File: src/rtl/prbs_stream_checker_pkg.sv
// Shared definitions for the PRBS checker and its generator tile:
// FSM state encoding and the default stream polynomial.
package prbs_stream_checker_pkg;

    typedef enum logic [1:0] {
        ST_HUNT   = 2'd0,
        ST_SYNC   = 2'd1,
        ST_LOCKED = 2'd2
    } state_t;

    // x^16+x^5+x^3+x^2+1 stream; the generator tile uses the same constants
    localparam int          DEF_WIDTH    = 16;
    localparam logic [15:0] DEF_TAP_MASK = 16'hB400;

endpackage

File: src/rtl/prbs_stream_checker_predictor.sv
// History shift register for the PRBS checker; predicts the next stream bit
// from the tapped history and flags an all-zero history.
module prbs_predictor
    import prbs_stream_checker_pkg::*;
#(
    parameter int             WIDTH    = DEF_WIDTH,
    parameter logic [WIDTH-1:0] TAP_MASK = WIDTH'(DEF_TAP_MASK)
) (
    input  logic i_clk,
    input  logic i_rst,
    input  logic i_shift,
    input  logic i_bit,
    output logic o_pred,
    output logic o_hist_zero
);

    logic [WIDTH-1:0] r_hist;

    // r_hist[0] is the newest received bit
    always_ff @(posedge i_clk or posedge i_rst) begin
        if (i_rst) begin
            r_hist <= '0;
        end else if (i_shift) begin
            r_hist <= {r_hist[WIDTH-2:0], i_bit};
        end
    end

    assign o_pred      = ^(r_hist & TAP_MASK);
    assign o_hist_zero = (r_hist == '0);

endmodule

File: config.mk
export PLATFORM = sky130hd
export DESIGN_NAME = prbs_predictor
export DESIGN_NICKNAME = d
export VERILOG_FILES = /design/src/rtl/prbs_stream_checker_pkg.sv /design/src/rtl/prbs_stream_checker_predictor.sv
export SDC_FILE = /design/constraint.sdc
export NUM_CORES = 1
export LEC_CHECK = 0
export ABC_AREA = 0
export BUFFER_PORTS_ARGS = -buffer_cell sky130_fd_sc_hd__buf_2
export CORE_MARGIN = 4
export CORE_UTILIZATION = 52
export DETAILED_ROUTE_END_ITERATION = 16
export PLACE_DENSITY = 0.8
export SLEW_MARGIN = 5
export SYNTH_ARGS = -nofsm -noshare
export SYNTH_HDL_FRONTEND = slang
export SYNTH_SLANG_ARGS = --single-unit
File: constraint.sdc
create_clock -name i_clk -period 2.92 [get_ports i_clk]
set_input_delay 0.584 -clock i_clk [delete_from_list [all_inputs] [get_ports i_clk]]
set_output_delay 0.584 -clock i_clk [all_outputs]
set_load 0.01 [all_outputs]
Yosys cells after proc, flatten, opt, wreduce, memory -nomap -nowiden

Cells that the tools add are included.
Widths: inputs -> output; s select.

Input port bits: 4
Flip-flop bits (word level): 16
Logic and storage cells: 3

Reductions and logical operators: 2

Operator list:

| kind              | count |
|---|---|
| $logic_not 16->1  | 1 |
| $reduce_xor 16->1 | 1 |

Longest topological paths before layout

Gate-level depths: netlist of run 1.

Depth after elaboration: 1
Gate-level depth with buffers: 4
Depth with buffers taken out: 4

Worst setup path after synthesis of run 1

No wires, ideal clock.

Path type: register to output
From: register r_hist[12]
To: output o_pred
Path slack: 1.311 ns
Arrival time: 1.025 ns
Path buffers: 0
Stages on the path, launching flop included: 5
Path through: dfrtp_1 > inv_1 > ha_1 > xnor2_1 > xnor2_1

Cells in the longest elaborated chain, start to end: 1

Ends and longest elaborated chain:

| element                | RTL line                            | RTL |
|---|---|---|
| from (decl)            | prbs_stream_checker_predictor.sv:17 | `logic [WIDTH-1:0] r_hist;` |
| from (signal assigned) | prbs_stream_checker_predictor.sv:24 | `r_hist <= {r_hist[WIDTH-2:0], i_bit};` |
| $reduce_xor 16->1      | prbs_stream_checker_predictor.sv:28 | `assign o_pred = ^(r_hist & TAP_MASK);` |
| to (decl)              | prbs_stream_checker_predictor.sv:13 | `output logic o_pred,` |

Every way passes these cells.

Worst setup path after layout of run 1

From: register r_hist[13]
To: output o_pred

The elaborated chain is that of the path after synthesis.

==> metrics.txt, run 1 <==
Port-buffer cells=5; CTS tree=done; Worst Setup SP=r_hist[13]$_DFFE_PP0P_; cell area after synthesis=slightly above 700 um^2; Post CTS Setup Buffer Count=0; Worst-path clk slew=~0.090 ns; Critical Path Fanout Max=2; Worst VDD drop=~0.00047 V; FF-to-FF End=r_hist[7]$_DFFE_PP0P_; die width=44.8 um; Pleak=about 0.35 nW; GPL Wtd Cong=roughly 0.68; max reg flops=16; hold buffer count at CTS=0; Total Power=approximately 0.72 mW; drt total wl=between 1000 and 1500 um; Yosys cell types=14; fillers=a little under 100; drt initial violations=5; # nets final=60; P per Cell Area=about 950 nW/um^2; clock buffer depth=2; Rows=13; core outline area=roughly 1300 um^2; #FFs+latches synth=16; Largest regs=r_hist: 16 flops; first-pass GRT wire length=about 1900 um; initial antenna violation count=0; arrival time at the worst endpoint=between 1 and 1.5 ns; max-slew violations=0; Synth Net Count=52; die area=between 2000 and 2500 um^2; total grt overflow=0; # setup viols final=0; Initial Utilization=0.549; Hold Violations, Final=0; routed vias/inst=5.71; skew final=0.00133 ns; crit path time final=roughly 2.1 ns; RSZ-0062 raised after global routing=no; clk sink count=16; Max Freq=between 400 and 500 MHz; vias in the first global route=about 390; final hold slack=about 0.35 ns; post_cts resized=0; Top Ports=6; pin count of the biggest net entering global routing=19; fin crit share=0.709; Root Driver=clkbuf_4; ANT cells=0; worst setup path class=reg2out; Routed WL per cell=roughly 15 um; Synth warnings=0; Worst setup EP type=output port; Routed Antenna Nets=0; Mapped Cells=47; Seq/Total Area, Yosys=0.567; relative slew slack=0.609; die height=approximately 45 um; Avg Cell Area, Syn=15.0 um^2; clk_lat worst skew=~0.28 ns; Num CTS Buffers=3; via count=between 300 and 400; min-delay worst type=in2async; max-cap viol count=0; GRT Overall Usage=0.135; drt first pass iters=4; Layout area overhead=6.91%; crit path launch type=flip-flop; final instance area=~750 um^2; R2R depth=1; crit path capture=o_pred; layout cell share with drive strength beyond 1=0.426; WP data required=between 2 and 2.5 ns; TNS Setup=0 ns; R2R setup slack=around 2.1 ns; R2R Path Start=r_hist[7]$_DFFE_PP0P_; H-tree Lvls=1; status=completed; Area after DPL=roughly 720 um^2; Reg with most FFs=r_hist; worst slew pin tran=roughly 0.6 ns; # DRC=0
[cell type report]
class | count | area (um^2) | area share
repair buffers | 5 | 25.0 | 0.0332
multi-input cells | 26 | 263 | 0.348
well taps | 15 | 18.8 | 0.0249
inverters | 3 | 11.3 | 0.0149
clock buffers | 4 | 36.3 | 0.0481
flip-flops and latches | 16 | 400 | 0.531
[per-stage QoR]
| step | utilization | worst slack [ns] | std cells |
|---|---|---|---|
| final | 0.587 | 0.849 | 69 |
| after global routing | 0.587 | 0.738 | 69 |
| after CTS | 0.587 | 0.822 | 69 |
| after detailed placement | 0.559 | 1.16 | 65 |
| after global placement | 0.559 | 1.19 | 65 |
| after floorplan | - | 1.31 | 47 |
[logic make-up after synthesis]
| group | count (synthesis) | synth area share |
|---|---|---|
| AO/OA/AOI/OAI | 2 | 0.0142 |
| XOR/XNOR | 2 | 0.0248 |
| adder cells (fa/ha/maj) | 1 | 0.0177 |
| buffers and inverters | 5 | 0.0603 |
| flip-flops | 16 | 0.567 |
| multiplexers | 14 | 0.255 |
| AND/OR/NAND/NOR | 7 | 0.0603 |
[cells in the mapped netlist, drive strengths merged]
library cell / instances / area [um^2]
o21ai: 2 / 10.0
nor3: 1 / 5.00
xnor2: 2 / 17.5
nor4: 2 / 12.5
mux2: 14 / 180
inv: 3 / 11.3
nor4b: 1 / 8.76
nand2: 2 / 7.51
dfrtp: 16 / 400
and4: 1 / 8.76
ha: 1 / 12.5
buf: 2 / 31.3
[worst max-delay path: stages, from the launching register on]
cell and delay [ns]:
dfrtp_1 0.37, inv_1 0.06, ha_1 0.28, xnor2_1 0.22
xnor2_1 0.14, buf_2 0.14
[worst min-delay path by stage]
stage	cells after the start	slack, ns	from	end
finish	2	0.35	i_rst	r_hist[15]$_DFFE_PP0P_
CTS	2	0.37	i_rst	r_hist[15]$_DFFE_PP0P_
detailed placement	2	0.51	r_hist[11]$_DFFE_PP0P_	r_hist[12]$_DFFE_PP0P_
global placement	2	0.46	r_hist[12]$_DFFE_PP0P_	r_hist[13]$_DFFE_PP0P_
floorplan	2	0.45	r_hist[12]$_DFFE_PP0P_	r_hist[13]$_DFFE_PP0P_
global route	2	0.40	i_rst	r_hist[8]$_DFFE_PP0P_
[placed cells by master (no fill, tap or decap)]
cell	count
xnor2_1	2
mux2_4	6
buf_2	5
inv_1	3
clkbuf_8	1
and4_1	1
nor4_1	2
ha_1	1
nand2_1	2
o21ai_0	2
dfrtp_1	16
nor3_1	1
mux2_2	8
nor4b_1	1
clkbuf_4	3
[metal layers]
metal / vias up / track usage / wire length, um / part of all wire
met3: 2 / 0.0239 / 41 / 0.039
met2: 9 / 0.201 / 508 / 0.48
met1: 200 / 0.187 / 497 / 0.47
met5: - / 0 / 0 / 0
li1: 183 / - / - / -
met4: 0 / 0.0702 / 5 / 0.0048
[power by group]
part,leakage [nW],internal (mW),switching (mW)
registers,0.194,0.300,0.0680
clock network,0.0210,0.0758,0.0680
logic,0.140,0.129,0.0779
Note: power is estimated with default switching activity, not from simulation.
==> inputs of run 2 (changes only) <==
Clock period 2.92 ns to 1.95 ns, I/O delays scaled along.
==> run 2 against run 1 <==
Effect of this change: hold slack got worse by 0.20 ns; global-route usage up 1.6 points; clock skew is 0.0011 ns higher; worst setup slack worse by 0.73 ns; highest routed layer is now met3; sequential share of layout area is 0.95 points lower; cell area increased by 1.8%; critical path depth is the same; clock-buffer cell count unchanged; register-to-register slack lost 1.0 ns; critical path type unchanged; via count fell by 3.6%; clock power is 53% higher; flip-flop and latch count is the same.
==> metrics.txt, run 2 (synthesized netlist as in run 1, its figures left out) <==
Critical Path Fanout Max=2 (unchanged); P per Cell Area=1450 nW/um^2 (+52%); TNS Setup=0 ns (unchanged); clk_lat worst skew=0.29 ns (about the same); Post CTS Setup Buffer Count=0 (unchanged); clock buffer depth=2 (unchanged); dpl cells=65 (unchanged); GPL Wtd Cong=0.704 (+3.0%); max reg flops=16 (unchanged); first-pass GRT wire length=2060 um (+9.2%); P_sw=0.339 mW (+59%); Reg with most FFs=r_hist; Power Internal=0.776 mW (+54%); arrival time at the worst endpoint=1.44 ns (-0.05 ns); Top Ports=6 (unchanged); Place WS=0.418 ns (-0.746 ns); Num CTS Buffers=3 (unchanged); die width=44.8 um (unchanged); total grt overflow=0 (unchanged); Net Sw Frac=0.304 (+0.00663); # DRC=0 (unchanged); fin crit share=0.938; die area=2010 um^2 (unchanged); Pleak=0.361 nW (+1.8%); WP data required=1.56 ns (-0.78 ns); max-cap viol count=0 (unchanged); die height=44.8 um (unchanged); core outline area=1280 um^2 (unchanged); Area after DPL=718 um^2 (unchanged); drt initial violations=3 (-2); Root Driver=clkbuf_4; CTS tree=done; Worst setup EP type=output port; min-delay worst type=in2async; R2R Path Start=r_hist[10]$_DFFE_PP0P_; # nets final=60 (unchanged); Multi-input gate area=277 um^2 (+5.2%); drt first pass iters=4 (unchanged); # setup viols final=0 (unchanged); initial antenna violation count=0 (unchanged); RSZ-0062 raised after global routing=no; Worst path max stage delay=0.39 ns (+0.02 ns); max-slew violations=0 (unchanged); routed vias/inst=5.51 (-3.6%); crit path launch type=flip-flop; skew final=0.00242 ns (+0.00109 ns); Total Power=1.12 mW (+55%); worst-path cell chain=inv_1, ha_1, nor4b_2, and4_1, buf_2; Rows=13 (unchanged); DPL Wire Length=around 740 um; Max Freq=547 MHz; Layout area overhead=8.87%; drt total wl=1160 um (+11%); Routed WL per cell=16.9 um (+11%); R2R depth=1 (unchanged); Worst-path clk slew=0.09 ns (about the same); crit path capture=o_hist_zero; Hold Violations, Final=0 (unchanged); post-route setup slack=0.121 ns (-0.728 ns); FF+latch area=400 um^2 (unchanged); GRT Overall Usage=0.150 (+0.0156); R2R setup slack=1.11 ns (-1.00 ns); pin count of the biggest net entering global routing=19 (unchanged); final instance area=768 um^2 (+1.8%); via count=380 (-3.6%); clk sink count=16 (unchanged); FF-to-FF End=r_hist[10]$_DFFE_PP0P_; worst setup path class=reg2out; Port-buffer cells=5 (unchanged); relative slew slack=0.607 (-0.00260); Worst VDD drop=0.000732 V (+55%); Worst Setup SP=r_hist[13]$_DFFE_PP0P_; most frequent cells in the layout=16 x dfrtp_1, 8 x mux2_2, 6 x mux2_4, 5 x buf_2; Comb power frac=0.300 (+0.012); worst slew pin tran=0.589 ns (+0.00389 ns); Routed Antenna Nets=0 (unchanged); Reg power frac=0.503 (-0.009); vias in the first global route=467 (+21%); H-tree Lvls=1 (unchanged); clock share of power=0.197 (-0.003); status=completed; crit path max-delay cell type=dfrtp_1; fillers=105 (+7.1%); Initial Utilization=0.549 (unchanged); final cell count without fillers=69 (unchanged); commonest non-fill, non-tap cell in the layout=dfrtp_1; Largest regs=r_hist: 16 flops; ANT cells=0 (unchanged); crit path time final=1.83 ns; layout cell share with drive strength beyond 1=0.463 (+0.0370)
run 2: routing by layer:
| metal | track usage | share of wire | up-vias |
|---|---|---|---|
| met3 | 0.0876 | 0.059 | 0 |
| met2 | 0.244 | 0.51 | 8 |
| met5 | 0 | 0 | - |
| li1 | - | - | 177 |
| met4 | 0.0351 | 0 | 0 |
| met1 | 0.171 | 0.43 | 195 |
run 2: how the worst min path moves through the flow:
stage | start | end | slack [ns] | depth (start not counted)
6_report | i_rst | r_hist[15]$_DFFE_PP0P_ | 0.15 | 2
5_1_grt | i_rst | r_hist[13]$_DFFE_PP0P_ | 0.20 | 2
4_1_cts | i_rst | r_hist[12]$_DFFE_PP0P_ | 0.16 | 2
3_5_place_dp | i_rst | r_hist[6]$_DFFE_PP0P_ | 0.49 | 2
3_3_place_gp | r_hist[12]$_DFFE_PP0P_ | r_hist[13]$_DFFE_PP0P_ | 0.47 | 2
2_1_floorplan | i_rst | r_hist[0]$_DFFE_PP0P_ | 0.30 | 1
run 2: repair_timing:
action,CTS,global route
gates resized for setup,0,2
hold buffers,0,0
endpoints found under the setup margin,0,2
run 2: stage by stage:
step	hold slack [ns]	util
after floorplan	0.304	-
after global placement	0.473	0.559
after detailed placement	0.485	0.559
after CTS	0.164	0.587
after global routing	0.197	0.598
final	0.148	0.598
run 2: cell type report:
class,count,area share
flip-flops and latches,16,0.521
multi-input cells,26,0.360
clock buffers,4,0.0472
repair buffers,5,0.0326
well taps,15,0.0244
inverters,3,0.0147
run 2: power groups by stage:
stage / Combinational, mW / Clock, mW / Sequential (mW)
global route: 0.375 / 0.243 / 0.576
detailed placement: 0.311 / 0 / 0.555
finish: 0.335 / 0.220 / 0.561
floorplan: 0.256 / 0 / 0.522
global placement: 0.300 / 0 / 0.550
CTS: 0.318 / 0.231 / 0.553
run 2: critical path: cells and delay by family (launching register included):
family	cells	cell delay (ns)
DFF	1	0.39
and+or+nand+nor	2	0.43
adders and majority gates	1	0.13
buffers and inverters	2	0.21
